File: src/rtl/onehot_capture_counter.sv
// rtl/onehot_capture_counter.sv - one-hot decoder output checker with saturating per-line counters
// Optional feature macro: ONEHOT_TOTAL_CNT_EN adds a saturating total sample counter at rd_sel 6.
module onehot_capture_counter #(
  parameter int CNT_W = 8
) (
  input  logic             clk,
  input  logic             rst_n,
  input  logic             in_valid,
  input  logic             y0,
  input  logic             y1,
  input  logic             y2,
  input  logic             y3,
  input  logic             clear,
  input  logic             rd_en,
  input  logic [2:0]       rd_sel,
  output logic [CNT_W-1:0] rd_data,
  output logic             rd_valid,
  output logic             onehot_err
);

  localparam logic [CNT_W-1:0] CNT_MAX = '1;
  localparam logic [CNT_W-1:0] CNT_ONE = CNT_W'(1);

  logic [3:0]       code;
  logic             legal;
  logic [1:0]       hit_idx;
  logic [CNT_W-1:0] cnt [4];
  logic [CNT_W-1:0] err_cnt;
  logic [1:0]       last_idx;
  logic [CNT_W-1:0] rd_mux;
`ifdef ONEHOT_TOTAL_CNT_EN
  logic [CNT_W-1:0] total_cnt;
`endif

  assign code = {y3, y2, y1, y0};

  // Classify the sampled code and locate the single asserted line
  always_comb begin
    legal   = 1'b0;
    hit_idx = 2'd0;
    case (code)
      4'b0001: begin legal = 1'b1; hit_idx = 2'd0; end
      4'b0010: begin legal = 1'b1; hit_idx = 2'd1; end
      4'b0100: begin legal = 1'b1; hit_idx = 2'd2; end
      4'b1000: begin legal = 1'b1; hit_idx = 2'd3; end
      default: begin legal = 1'b0; hit_idx = 2'd0; end
    endcase
  end

  // Event/error counters, last legal index and sticky error; clear beats a same-cycle sample
  always_ff @(posedge clk or negedge rst_n) begin
    if (!rst_n) begin
      for (int i = 0; i < 4; i++) cnt[i] <= '0;
      err_cnt    <= '0;
      last_idx   <= 2'd0;
      onehot_err <= 1'b0;
    end else if (clear) begin
      for (int i = 0; i < 4; i++) cnt[i] <= '0;
      err_cnt    <= '0;
      last_idx   <= 2'd0;
      onehot_err <= 1'b0;
    end else if (in_valid) begin
      if (legal) begin
        if (cnt[hit_idx] != CNT_MAX) cnt[hit_idx] <= cnt[hit_idx] + CNT_ONE;
        last_idx <= hit_idx;
      end else begin
        if (err_cnt != CNT_MAX) err_cnt <= err_cnt + CNT_ONE;
        onehot_err <= 1'b1;
      end
    end
  end

`ifdef ONEHOT_TOTAL_CNT_EN
  // Count every accepted sample, legal or not; saturates like the other counters
  always_ff @(posedge clk or negedge rst_n) begin
    if (!rst_n) begin
      total_cnt <= '0;
    end else if (clear) begin
      total_cnt <= '0;
    end else if (in_valid && (total_cnt != CNT_MAX)) begin
      total_cnt <= total_cnt + CNT_ONE;
    end
  end
`endif

  // Read address decode from the current (pre-update) register values
  always_comb begin
    rd_mux = '0;
    case (rd_sel)
      3'd0: rd_mux = cnt[0];
      3'd1: rd_mux = cnt[1];
      3'd2: rd_mux = cnt[2];
      3'd3: rd_mux = cnt[3];
      3'd4: rd_mux = err_cnt;
      3'd5: rd_mux = CNT_W'(last_idx);
`ifdef ONEHOT_TOTAL_CNT_EN
      3'd6: rd_mux = total_cnt;
`else
      3'd6: rd_mux = '0;
`endif
      default: rd_mux = '0;
    endcase
  end

  // Registered read port: data captured on rd_en, valid pulses for one cycle
  always_ff @(posedge clk or negedge rst_n) begin
    if (!rst_n) begin
      rd_data  <= '0;
      rd_valid <= 1'b0;
    end else begin
      rd_valid <= rd_en;
      if (rd_en) rd_data <= rd_mux;
    end
  end

endmodule
File: config.mk
export PLATFORM = sky130hd
export DESIGN_NAME = onehot_capture_counter
export DESIGN_NICKNAME = d
export VERILOG_FILES = /design/src/rtl/onehot_capture_counter.sv
export SDC_FILE = /design/constraint.sdc
export NUM_CORES = 1
export LEC_CHECK = 0
export ABC_AREA = 1
export ABC_CLOCK_PERIOD_IN_PS = 2200
export BUFFER_PORTS_ARGS = -buffer_cell sky130_fd_sc_hd__buf_4
export CORE_MARGIN = 1.5
export CORE_UTILIZATION = 55
export CTS_CLUSTER_DIAMETER = 50
export CTS_CLUSTER_SIZE = 25
export DETAILED_ROUTE_END_ITERATION = 16
export PLACE_DENSITY = 0.74
export SYNTH_ARGS = -nofsm -noshare
export SYNTH_HDL_FRONTEND = slang
export SYNTH_SLANG_ARGS = --single-unit
File: constraint.sdc
create_clock -name clk -period 2.2 [get_ports clk]
set_input_delay 0 -clock clk [delete_from_list [all_inputs] [get_ports clk]]
set_output_delay 0 -clock clk [all_outputs]
set_load 0.01 [all_outputs]
== After elaboration in Yosys (flattened, before gate mapping) ==
Cells that the tools add are included.

* Add/sub/neg operators: 2
* Magnitude comparators: 2
* Equal/unequal tests: 12
* Multiplexer cells: 23
* Bitwise logic cells: 1
* Reduce and logical (&&, ||, !) cells: 11

{| class="wikitable"
|+ Operators by type and width
! cell !! count
|-
| $mux 32 || 4
|-
| $mux 8 || 7
|-
| $pmux 8 s6 || 1
|-
| $bwmux 32 || 1
|-
| $add 8x1->8 const B || 2
|-
| $bmux 8 s2 || 1
|-
| $demux 8 s2 || 1
|-
| $ne 8x8->1 const B || 2
|-
| $reduce_bool 2->1 || 4
|-
| $eq 3x2->1 const B || 2
|-
| $eq 3x3->1 const B || 2
|-
| $mux 2 || 3
|-
| $pmux 2 s3 || 1
|-
| $reduce_and 3->1 || 2
|-
| $eq 4x1->1 const B || 1
|-
| $eq 4x2->1 const B || 1
|-
| $eq 4x3->1 const B || 1
|-
| $eq 4x4->1 const B || 1
|-
| $mux 1 || 4
|-
| $reduce_and 2->1 || 2
|-
| $reduce_or 4->1 || 1
|-
| $eq 3x1->1 const B || 1
|-
| $ge 3x3->1 const B || 1
|-
| $logic_not 3->1 || 1
|-
| other kinds (4) || 4
|}

* Flip-flop bits (word level): 52
* Output and inout bits: 10
* Word-level logic and storage cells: 60

== Logic depth before layout (Yosys ltp) ==
Gate-level depths: netlist of run 1.

* Word-level depth: 12
* Gate-level depth with buffers: 16
* Mapped depth without buffers: 16

== Worst setup path before layout of run 1 ==
Ideal clock, no wire load.

* Path type: input to register
* Start: input y1
* End: register cnt[20] (netlist bit)
* Arrival time: 1557 ps
* Data required time: 2135 ps
* Slack: 578 ps
* Cell stages on the path: 14
* Cells stage by stage: nor2_1 > buf_2 > nand3_1 > nand2_1 > nor2_1 > nand2_1 > ha_1 > inv_1 > nor2_4 > nand2_1 > xor2_1 > nor2_2 > nand2_1 > nand2_1

* Cells in the longest elaborated chain, start to end: 12

{| class="wikitable"
|+ Ends and longest elaborated chain
! what !! RTL line !! text
|-
| from (decl) || 10 || <nowiki>input logic y1,</nowiki>
|-
| $eq 4x4->1, or another cell as far along || 41 || <nowiki>case (code)</nowiki>
|-
| $pmux 2 s3 || 41 ||
|-
| $not 2->3 (implied by the code) || 64 || <nowiki>if (cnt[hit_idx] != CNT_MAX) cnt[hit_idx] <= cnt[hit_idx] + CNT_ONE;</nowiki>
|-
| $bmux 8 s2, or another cell as far along || 64 ||
|-
| $mux 8 (implied by the code) or $logic_and 1x1->1 (tied branches) || 64 ||
|-
| $mux 8 (implied by the code) || 64 ||
|-
| $add 8x1->8 or $demux 8 s2 (tied branches) || 64 ||
|-
| $bwmux 32 || 64 ||
|-
| $mux 32 || 64 ||
|-
| $mux 32 || 63 || <nowiki>if (legal) begin</nowiki>
|-
| $mux 32 || 62 || <nowiki>end else if (in_valid) begin</nowiki>
|-
| $mux 32 || 57 || <nowiki>end else if (clear) begin</nowiki>
|-
| to (decl) || 27 || <nowiki>logic [CNT_W-1:0] cnt [4];</nowiki>
|}

Several ways; a longest one is shown, not always the timed one. The select of a mux whose other input is x is not followed.
A chain may end at the register's enable or synchronous reset.

== Worst setup path in the final report of run 1 ==
* Start: register cnt[16] (netlist bit)
* End: register cnt[7] (netlist bit)

* Cells in the longest elaborated chain, start to end: 9

{| class="wikitable"
|+ Ends and longest elaborated chain
! what !! RTL line
|-
| $bmux 8 s2 (*) || 64
|-
| $mux 8 (implied by the code) (*) (2 in series) || 64
|-
| $add 8x1->8 || 64
|-
| $bwmux 32 || 64
|-
| $mux 32 || 64
|-
| $mux 32 || 63
|-
| $mux 32 || 62
|-
| $mux 32 || 57
|}

Every way passes the cells marked *; elsewhere a longest branch is shown, timed or not. The select of a mux whose other input is x is not followed.

==> results of run 1 <==
==> worst max-delay path, delay by kind of cell, from the launching register on <==
family,cells,cell delay (ns)
adders and majority gates,1,0.25
buffers and inverters,1,0.10
DFF,1,0.43
and+or+nand+nor,10,1.14
==> path summary, 6_finish.rpt <==
kind                                 from         end  depth (start not counted)
worst min register to register    cnt[26]     cnt[26]                          2
worst min-delay path            rd_sel[1]  rd_data[1]                          4
worst max-delay path              cnt[16]      cnt[7]                         12
worst max register to register    cnt[16]      cnt[7]                         12
max in group asynchronous           rst_n     cnt[15]                          2
min in group asynchronous           rst_n  rd_data[0]                          2
==> cell type report <==
| cell class | instances | area [µm²] | area share (%) |
|---|---|---|---|
| multi-input combinational | 309 | 1540 | 44.7 |
| sequential | 52 | 1300 | 37.7 |
| timing repair buffer | 32 | 248 | 7.18 |
| inverter | 42 | 158 | 4.57 |
| tap | 70 | 87.6 | 2.54 |
| clock buffer | 5 | 68.8 | 1.99 |
| clock inverter | 3 | 46.3 | 1.34 |
==> logic make-up (layout without fill, tap and decap cells) <==
kind of cell	after synthesis	in the layout
AO/OA/AOI/OAI	45	45
XOR/XNOR	3	3
adder cells (fa/ha/maj)	2	2
buffers and inverters	47	82
flip-flops	52	52
AND/OR/NAND/NOR	259	259
==> power groups by stage <==
stage	clock network [mW]	logic [mW]	registers, mW
global placement	0	0.400	1.07
detailed placement	0	0.405	1.07
finish	0.684	0.421	1.06
CTS	0.690	0.414	1.05
global route	0.721	0.465	1.06
floorplan	0	0.258	1.06
==> per-layer routing <==
| metal | up-vias | part of all wire, % |
|---|---|---|
| met5 | - | 0 |
| met4 | 0 | 2.4 |
| met3 | 27 | 11 |
| met2 | 173 | 47 |
| met1 | 1370 | 40 |
| li1 | 1378 | - |
==> flip-flops by register name, indices dropped and copies added (netlist names) <==
name        count
cnt            32
last_idx        2
onehot_err      1
err_cnt         8
rd_valid        1
rd_data         8
==> synthesized netlist by cell type <==
| library cell | n |
|---|---|
| a21oi_1 | 7 |
| a31oi_4 | 1 |
| clkbuf_1 | 3 |
| nor2_4 | 4 |
| a211oi_1 | 1 |
| nand2_4 | 1 |
| ha_1 | 2 |
| a41oi_1 | 1 |
| xor2_1 | 3 |
| nand2_2 | 5 |
| nand3_4 | 2 |
| dfrtp_1 | 52 |
| nand3_2 | 5 |
| nor2_2 | 10 |
| o21ai_1 | 1 |
| a31oi_1 | 2 |
| nor2_1 | 41 |
| and2_1 | 1 |
| inv_1 | 42 |
| nand4_1 | 2 |
| o21ai_0 | 20 |
| nand2_1 | 149 |
| a221oi_1 | 8 |
| or2_2 | 1 |
| buf_2 | 2 |
| nand3_1 | 19 |
| o211ai_1 | 4 |
| nor3_1 | 5 |
| nand3b_1 | 14 |
==> flow_metrics.tcl, run 1 <==
set metrics [dict create \
    antenna_found_initial 0 \
    clk_pin_slew_ns 0.10 \
    cts_tree "yes" \
    min_period_ns 1.99 \
    dp.cells 502 \
    numCtsBuffers 5 \
    nNetsFinal 456 \
    setup_viol 0 \
    post-route-period-util_pct 90.3 \
    reg2reg_slack_ns 0.21 \
    top_usage_layer "met2" \
    cts_setup_buffers 0 \
    fin_util_pct 66.3 \
    timing.hold.ws_ns 0.0548 \
    hold_violations 0 \
    synth-xor-area-share_pct 0.870 \
    slowest_stage "dfrtp_1" \
    die_w_um 77.1 \
    synth_top_family_by_area "simple AND/OR/NAND/NOR gates" \
    die_y_um 77.1 \
    setup_ws_ns 0.214 \
    cts_buffer_depth 2 \
    critPathKind "reg -> reg" \
    ys_types 29 \
    instances_no_fill 513 \
    area_growth_pct 14.2 \
    die_area_um2 5950 \
    end_kind "flop" \
    synth_nets 422 \
    mostFrequentLayoutCell "nand2_1" \
    fillCellCount 448 \
    cp_max_fo 7 \
    synthTopCellsByArea "dfrtp_1 43%, nand2_1 19%, inv_1 5.2%, nor2_1 5.1%, nand3b_1 3.5%" \
    drc 0 \
    place_ws_ns 0.0788 \
    cp-start-kind "flop" \
    synthMuxAreaShare_pct 0 \
    ys_ff_latch 52 \
    htree_levels 2 \
    met2_usage_pct 50.1 \
    relSlewSlack_pct 17.5 \
    maxCapViolations 0 \
    power_mw 2.16 \
    arrival_ns 2.25 \
    grt_max_degree 53 \
    cts_hold_buf 3 \
    first_global_vias 2852 \
    ys_seq_area_share_pct 43.1 \
    dr.pass1.iters 5 \
    ctsResizeCount 0 \
    hp-class "in -> reg" \
    port_buffers 21 \
    power.density_nw_per_um2 627 \
    fmax_mhz 503 \
    dp_hpwl_mm 6.35 \
    met3_usage_pct 6.43 \
    synth_compound_area_share_pct 9.61 \
    grt_pass1_wl_mm 14.3 \
    switchingPower_mw 0.675 \
    grt_use_met1_pct 42.0 \
    yosysTopAreaCellShare_pct 43.1 \
    p_comb_share_pct 19.5 \
    ioPinCount 22 \
    ant_nets 0 \
    start_util_pct 58.0 \
    syn_area_per_cell_um2 7.40 \
    synth_fa_ha_area_share_pct 0.829 \
    clkLatencyLatePin_ns 0.31 \
    p_int_mw 1.49 \
    swShare_pct 31.2 \
    tightest_slew_ns 1.23 \
    worst_path_most_repeated_cell "nand2_1" \
    vias 2948 \
    crit_required_ns 2.46 \
    clock_skew_ns 0.00569 \
    layout_common_cells "149 x nand2_1, 52 x dfrtp_1, 42 x inv_1" \
    n_antenna_cell 0 \
    root_buffer "clkbuf_8" \
    rows 26 \
    overflow 0 \
    yosys.area_share.simple_pct 39.7 \
    max_stage_delay_ns 0.43 \
    seqPwrFrac_pct 48.9 \
    power_frac_clock_pct 31.6 \
    post_dp_cell_area_um2 3300 \
    finalSetupTns_ns 0 \
    yosys.area.top_type "dfrtp_1" \
    grtUsageTotal_pct 31.1 \
    viasPerCell 5.75 \
    syn-cell-area_um2 3020 \
    irDropWorstVdd_v 0.000312 \
    drive_above_1_share_pct 14.9 \
    p_leak_nw 1.74 \
    slew_violations 0 \
    path_cells "nand3_1, nand2_1, nor2_1, nand2_1, ha_1, inv_1, nor2_4, nand3_4, nand2_4, nor2_2, nand2_1, nand2_1" \
    cts_sinks 52 \
    netlist_instances 408 \
    core_um2 5200 \
    fin_area_um2 3450 \
    drtIter0Drc 359 \
    place_congestion 0.960 \
    yosys_warnings 0 \
    outcome "finished, final reports clean" \
    routed_wirelength_mm 8.63 \
    rsz0062_at_grt "false" \
    wl_per_cell_um 16.8 \
]
Note: power is estimated with default switching activity, not from simulation.
==> inputs of run 2 (changes only) <==
ABC_AREA = not set   (was 1)
BUFFER_PORTS_ARGS = not set   (was -buffer_cell sky130_fd_sc_hd__buf_4)
CORE_UTILIZATION = 31   (was 55)
DONT_BUFFER_PORTS = 1   (was not set)
PLACE_DENSITY = not set   (was 0.74)
==> flow_metrics.tcl, run 2 <==
set metrics [dict create \
    outcome "finished with violations" \
    violations "setup timing" \
    p_int_mw 1.64 \
    power.density_nw_per_um2 597 \
    fillCellCount 972 \
    tightest_slew_ns 0.735 \
    syn-cell-area_um2 3160 \
    root_buffer "clkbuf_8" \
    ant_nets 0 \
    clk_pin_slew_ns 0.09 \
    power_mw 2.36 \
    antenna_found_initial 0 \
    overflow 0 \
    min_period_ns 2.20 \
    n_antenna_cell 0 \
    synth_nets 366 \
    mostFrequentLayoutCell "dfrtp_1" \
    switchingPower_mw 0.719 \
    post-route-period-util_pct 100 \
    irDropWorstVdd_v 0.000246 \
    async_flop_share_pct 100 \
    yosysTopAreaCellShare_pct 41.1 \
    syn_area_per_cell_um2 8.99 \
    vias 2838 \
    yosys.area.top_type "dfrtp_1" \
    cts_tree "yes" \
    ys_ff_latch 52 \
    dp_hpwl_mm 5.76 \
    swShare_pct 30.5 \
    grtUsageTotal_pct 16.1 \
    clkLatencyLatePin_ns 0.31 \
    hold_violations 0 \
    layout_common_cells "52 x dfrtp_1, 33 x nand2_1, 30 x o21ai_0" \
    netlist_instances 352 \
    slew_violations 0 \
    hp-class "in -> reg" \
    core_um2 9820 \
    drc 0 \
    synthTopCellsByArea "dfrtp_1 41%, o21ai_0 5.7%, o31ai_1 5.0%, mux2i_1 4.1%, nand2_1 4.0%" \
    grt_max_degree 53 \
    p_leak_nw 1.64 \
    ys_top_cells_by_count "52 x dfrtp_1, 36 x o21ai_0, 34 x nand2_1, 23 x nor2_1, 22 x a21oi_1" \
    routed_wirelength_mm 9.08 \
    crit_required_ns 2.44 \
    cts_sinks 52 \
    rows 36 \
    ioPinCount 22 \
    area_growth_pct 25.0 \
    fmax_mhz 454 \
    largest_reg_flops 32 \
    drive_above_1_share_pct 20.6 \
    ys_types 47 \
    critPathKind "reg -> reg" \
    regMostFlops "cnt" \
    relSlewSlack_pct 50.8 \
    top_regs "cnt x32, err_cnt x8, rd_data x8" \
    yosys_warnings 0 \
    synth_top_flop_cell "dfrtp_1" \
    wl_per_cell_um 17.9 \
    cts_buffer_depth 2 \
    rsz0062_at_grt "true" \
    numCtsBuffers 5 \
    end_kind "flop" \
    setup_viol 1 \
    ys_seq_area_share_pct 41.1 \
    nNetsFinal 386 \
    place_congestion 0.839 \
    arrival_ns 2.44 \
    viasPerCell 5.61 \
    die_area_um2 10800 \
    seqPwrFrac_pct 47.2 \
    dr.pass1.iters 5 \
    maxCapViolations 0 \
    drtIter0Drc 126 \
    port_buffers 0 \
    first_global_vias 2518 \
    yosysMostFrequentCell "dfrtp_1" \
    die_w_um 104 \
    grt_pass1_wl_mm 13.8 \
    start_util_pct 32.2 \
    cp_max_fo 5 \
    setup_ws_ns -0.00113 \
    synth-edff-count 0 \
    htree_levels 2 \
    die_y_um 104 \
    fin_util_pct 40.3 \
    power_frac_clock_pct 28.1 \
    cp-start-kind "flop" \
    p_comb_share_pct 24.7 \
    clock_skew_ns 0.00746 \
]
-- run 2: final timing paths --
check                                from  depth (start not counted)          to  slack (ns)
worst max-delay path               cnt[8]                         10     cnt[19]      -0.001
worst min-delay path            rd_sel[2]                          3  rd_data[2]       0.004
worst max register to register     cnt[8]                         10     cnt[19]      -0.001
worst min register to register    cnt[30]                          2     cnt[30]        0.53
max in group asynchronous           rst_n                          2     cnt[22]        1.76
min in group asynchronous           rst_n                          2  rd_data[4]        0.22
-- run 2: logic make-up after synthesis --
family	share of synthesized area [%]
AOI/OAI and AO/OA	25.1
buffers and inverters	5.18
DFF	41.1
adders and majority gates	0.791
xor gates and xnor gates	3.88
and+or+nand+nor	18.4
muxes	5.54
-- run 2: metrics by stage --
stage	cell area, µm²	instances	setup WS [ns]	hold slack (ns)	setup TNS [ns]
3_5_place_dp	3410	478	-0.00742	-0.294	-0.00742
2_1_floorplan	3210	352	0.0398	-0.296	0
4_1_cts	3720	501	-0.0139	0.00156	-0.0248
5_1_grt	3960	506	-0.0747	0.0147	-0.371
3_3_place_gp	3410	478	0.0600	-0.294	0
6_report	3960	506	-0.00113	0.00352	-0.00113
-- run 2: metal layers --
layer  wire length, µm  share of wire (%)  vias up  track usage [%]
met4               106                1.2        0             3.97
met3               413                4.6       11             2.69
li1                  -                  -     1340                -
met5                 0                  0        -                0
met2              4350                 48       75             25.8
met1              4210                 46     1412             22.6
-- run 2: cell type report --
cell class | instances | area (µm²) | area share [%]
inverter | 6 | 22.5 | 0.569
clock buffer | 6 | 72.6 | 1.83
multi-input combinational | 264 | 1910 | 48.2
timing repair buffer | 43 | 450 | 11.4
sequential | 52 | 1300 | 32.9
clock inverter | 2 | 35.0 | 0.886
tap | 133 | 166 | 4.21
-- run 2: power groups by stage --
stage          Clock (mW)  Sequential (mW)  Combinational [mW]
2_1_floorplan           0             1.11               0.337
3_3_place_gp            0             1.12               0.407
3_5_place_dp            0             1.13               0.415
4_1_cts             0.672             1.11               0.490
5_1_grt             0.717             1.12               0.630
6_report            0.663             1.11               0.584
-- run 2: worst max-delay path, stage by stage (launching register included) --
cell,delay [ns]
dfrtp_1,0.39
and3b_1,0.19
o21ai_2,0.15
o221ai_4,0.13
ha_4,0.19
o2111a_1,0.12
and4_4,0.16
a21o_4,0.26
buf_12,0.15
or2_4,0.26
o21ai_1,0.13
-- run 2: repair_timing --
item                       4_1_cts  5_1_grt
setup endpoints to repair        3       28
gates cloned                     1        2
hold endpoints to repair        75        0
resized for setup                3       36
pin swaps                        0       10
setup buffers                    0        3
hold buffers                    14        0
==> inputs of run 3 (changes only) <==
ABC_CLOCK_PERIOD_IN_PS = 2600   (was 2200)
BUFFER_PORTS_ARGS = -buffer_cell sky130_fd_sc_hd__buf_4   (was not set)
DONT_BUFFER_PORTS = not set   (was 1)
clock period = 2.6 ns   (was 2.2 ns; I/O delays follow)
==> flow_metrics.tcl, run 3 (same netlist as run 2, synthesis figures left out) <==
set metrics [dict create \
    outcome "finished, final reports clean" \
    hold_violations 0 \
    vias 2701 \
    fillCellCount 1025 \
    critPathKind "reg -> reg" \
    dp_hpwl_mm 5.83 \
    drc 0 \
    n_antenna_cell 0 \
    top_regs "cnt x32, err_cnt x8, rd_data x8" \
    grtUsageTotal_pct 15.8 \
    cp_max_fo 16 \
    port_buffers 21 \
    finalSetupTns_ns 0 \
    ant_nets 0 \
    wl_per_cell_um 16.5 \
    cts_buffer_depth 2 \
    antenna_found_initial 0 \
    overflow 0 \
    timing.hold.ws_ns 0.00955 \
    post-route-period-util_pct 93.2 \
    grt_pass1_wl_mm 13.8 \
    routed_wirelength_mm 8.25 \
    largest_reg_flops 32 \
    fmax_mhz 413 \
    p_leak_nw 1.54 \
    cp-start-kind "flop" \
    cts_tree "yes" \
    drive_above_1_share_pct 15.0 \
    root_buffer "clkbuf_8" \
    die_y_um 104 \
    tightest_slew_ns 0.722 \
    viasPerCell 5.41 \
    maxCapViolations 0 \
    die_w_um 104 \
    clock_skew_ns 0.00387 \
    die_area_um2 10800 \
    min_period_ns 2.42 \
    slew_violations 0 \
    end_kind "flop" \
    arrival_ns 2.63 \
    rows 36 \
    start_util_pct 32.2 \
    grt_max_degree 53 \
    layout_common_cells "52 x dfrtp_1, 35 x o21ai_0, 34 x nand2_1" \
    core_um2 9820 \
    hp-class "in -> reg" \
    power.density_nw_per_um2 513 \
    rsz0062_at_grt "false" \
    first_global_vias 2590 \
    drtIter0Drc 206 \
    place_congestion 0.839 \
    irDropWorstVdd_v 0.000260 \
    mostFrequentLayoutCell "dfrtp_1" \
    dr.pass1.iters 4 \
    nNetsFinal 380 \
    clkLatencyLatePin_ns 0.30 \
    cts_sinks 52 \
    regMostFlops "cnt" \
    crit_required_ns 2.80 \
    clk_pin_slew_ns 0.09 \
    area_growth_pct 13.8 \
    htree_levels 2 \
    ioPinCount 22 \
    cts_setup_buffers 0 \
    relSlewSlack_pct 51.7 \
    setup_viol 0 \
    numCtsBuffers 5 \
]
## run 3: cell types whose count changed in the layout (fill, tap and decap cells not counted), moves of 3 or more
| cell | before | now |
|---|---|---|
| o21ai_1 | 5 | 2 |
| o21ai_0 | 30 | 35 |
| o31ai_4 | 5 | 0 |
| o31ai_1 | 9 | 18 |
| dlygate4sd3_1 | 13 | 3 |
| a21oi_2 | 5 | 0 |
| a21oi_1 | 17 | 22 |
| o31ai_2 | 8 | 4 |
| buf_4 | 23 | 33 |
## run 3: repair_timing
action | in CTS | in global routing
hold endpoints to repair | 59 | 0
hold buffers | 3 | 0
gates resized for setup | 0 | 5
endpoints found under the setup margin | 0 | 8
## run 3: final timing paths
kind	startpoint	cells after the start	slack (ns)	end
min in group asynchronous	rst_n	2	0.28	rd_valid
min reg2reg	rd_data[1]	1	0.50	rd_data[1]
max in group asynchronous	rst_n	2	1.87	cnt[14]
min	clear	2	0.01	err_cnt[0]
max reg2reg	cnt[8]	8	0.18	cnt[31]
max	cnt[8]	8	0.18	cnt[31]
## run 3: power breakdown
part | switching, mW | internal, mW
logic | 0.242 | 0.175
clock network | 0.256 | 0.238
registers | 0.0621 | 0.873
## run 3: worst max-delay path, stage by stage (launching register included)
cell and delay [ns]:
dfrtp_1 0.41, and3b_1 0.18, o21ai_0 0.19, o221ai_1 0.17, ha_1 0.25, o2111a_1 0.15
and4_4 0.21, a221o_2 0.46, o31ai_2 0.30
## run 3: routing by layer
layer / global-route usage (%) / share of wire (%) / vias up
met5: 0 / 0 / -
li1: - / - / 1322
met1: 22.9 / 49 / 1322
met3: 2.38 / 4.1 / 5
met2: 24.7 / 46 / 52
met4: 3.57 / 0.69 / 0
## run 3: stage by stage
stage / setup WS, ns / power [mW] / cells / instance area [µm²] / util (%)
after global placement: 0.255 / 1.35 / 489 / 3460 / 35.2
after detailed placement: 0.112 / 1.36 / 489 / 3460 / 35.2
after global routing: 0.0223 / 1.96 / 499 / 3600 / 36.6
after CTS: 0.111 / 1.86 / 499 / 3580 / 36.5
final: 0.176 / 1.85 / 499 / 3600 / 36.6
after floorplan: 0.216 / 1.21 / 352 / 3160 / -
## run 3: layout make-up
type	instances	area (µm²)	share of cell area (%)
Sequential cell	52	1300	36.2
Multi-Input combinational cell	264	1710	47.6
Inverter	6	22.5	0.626
Tap cell	133	166	4.62
Clock buffer	7	96.3	2.68
Timing Repair Buffer	37	298	8.28
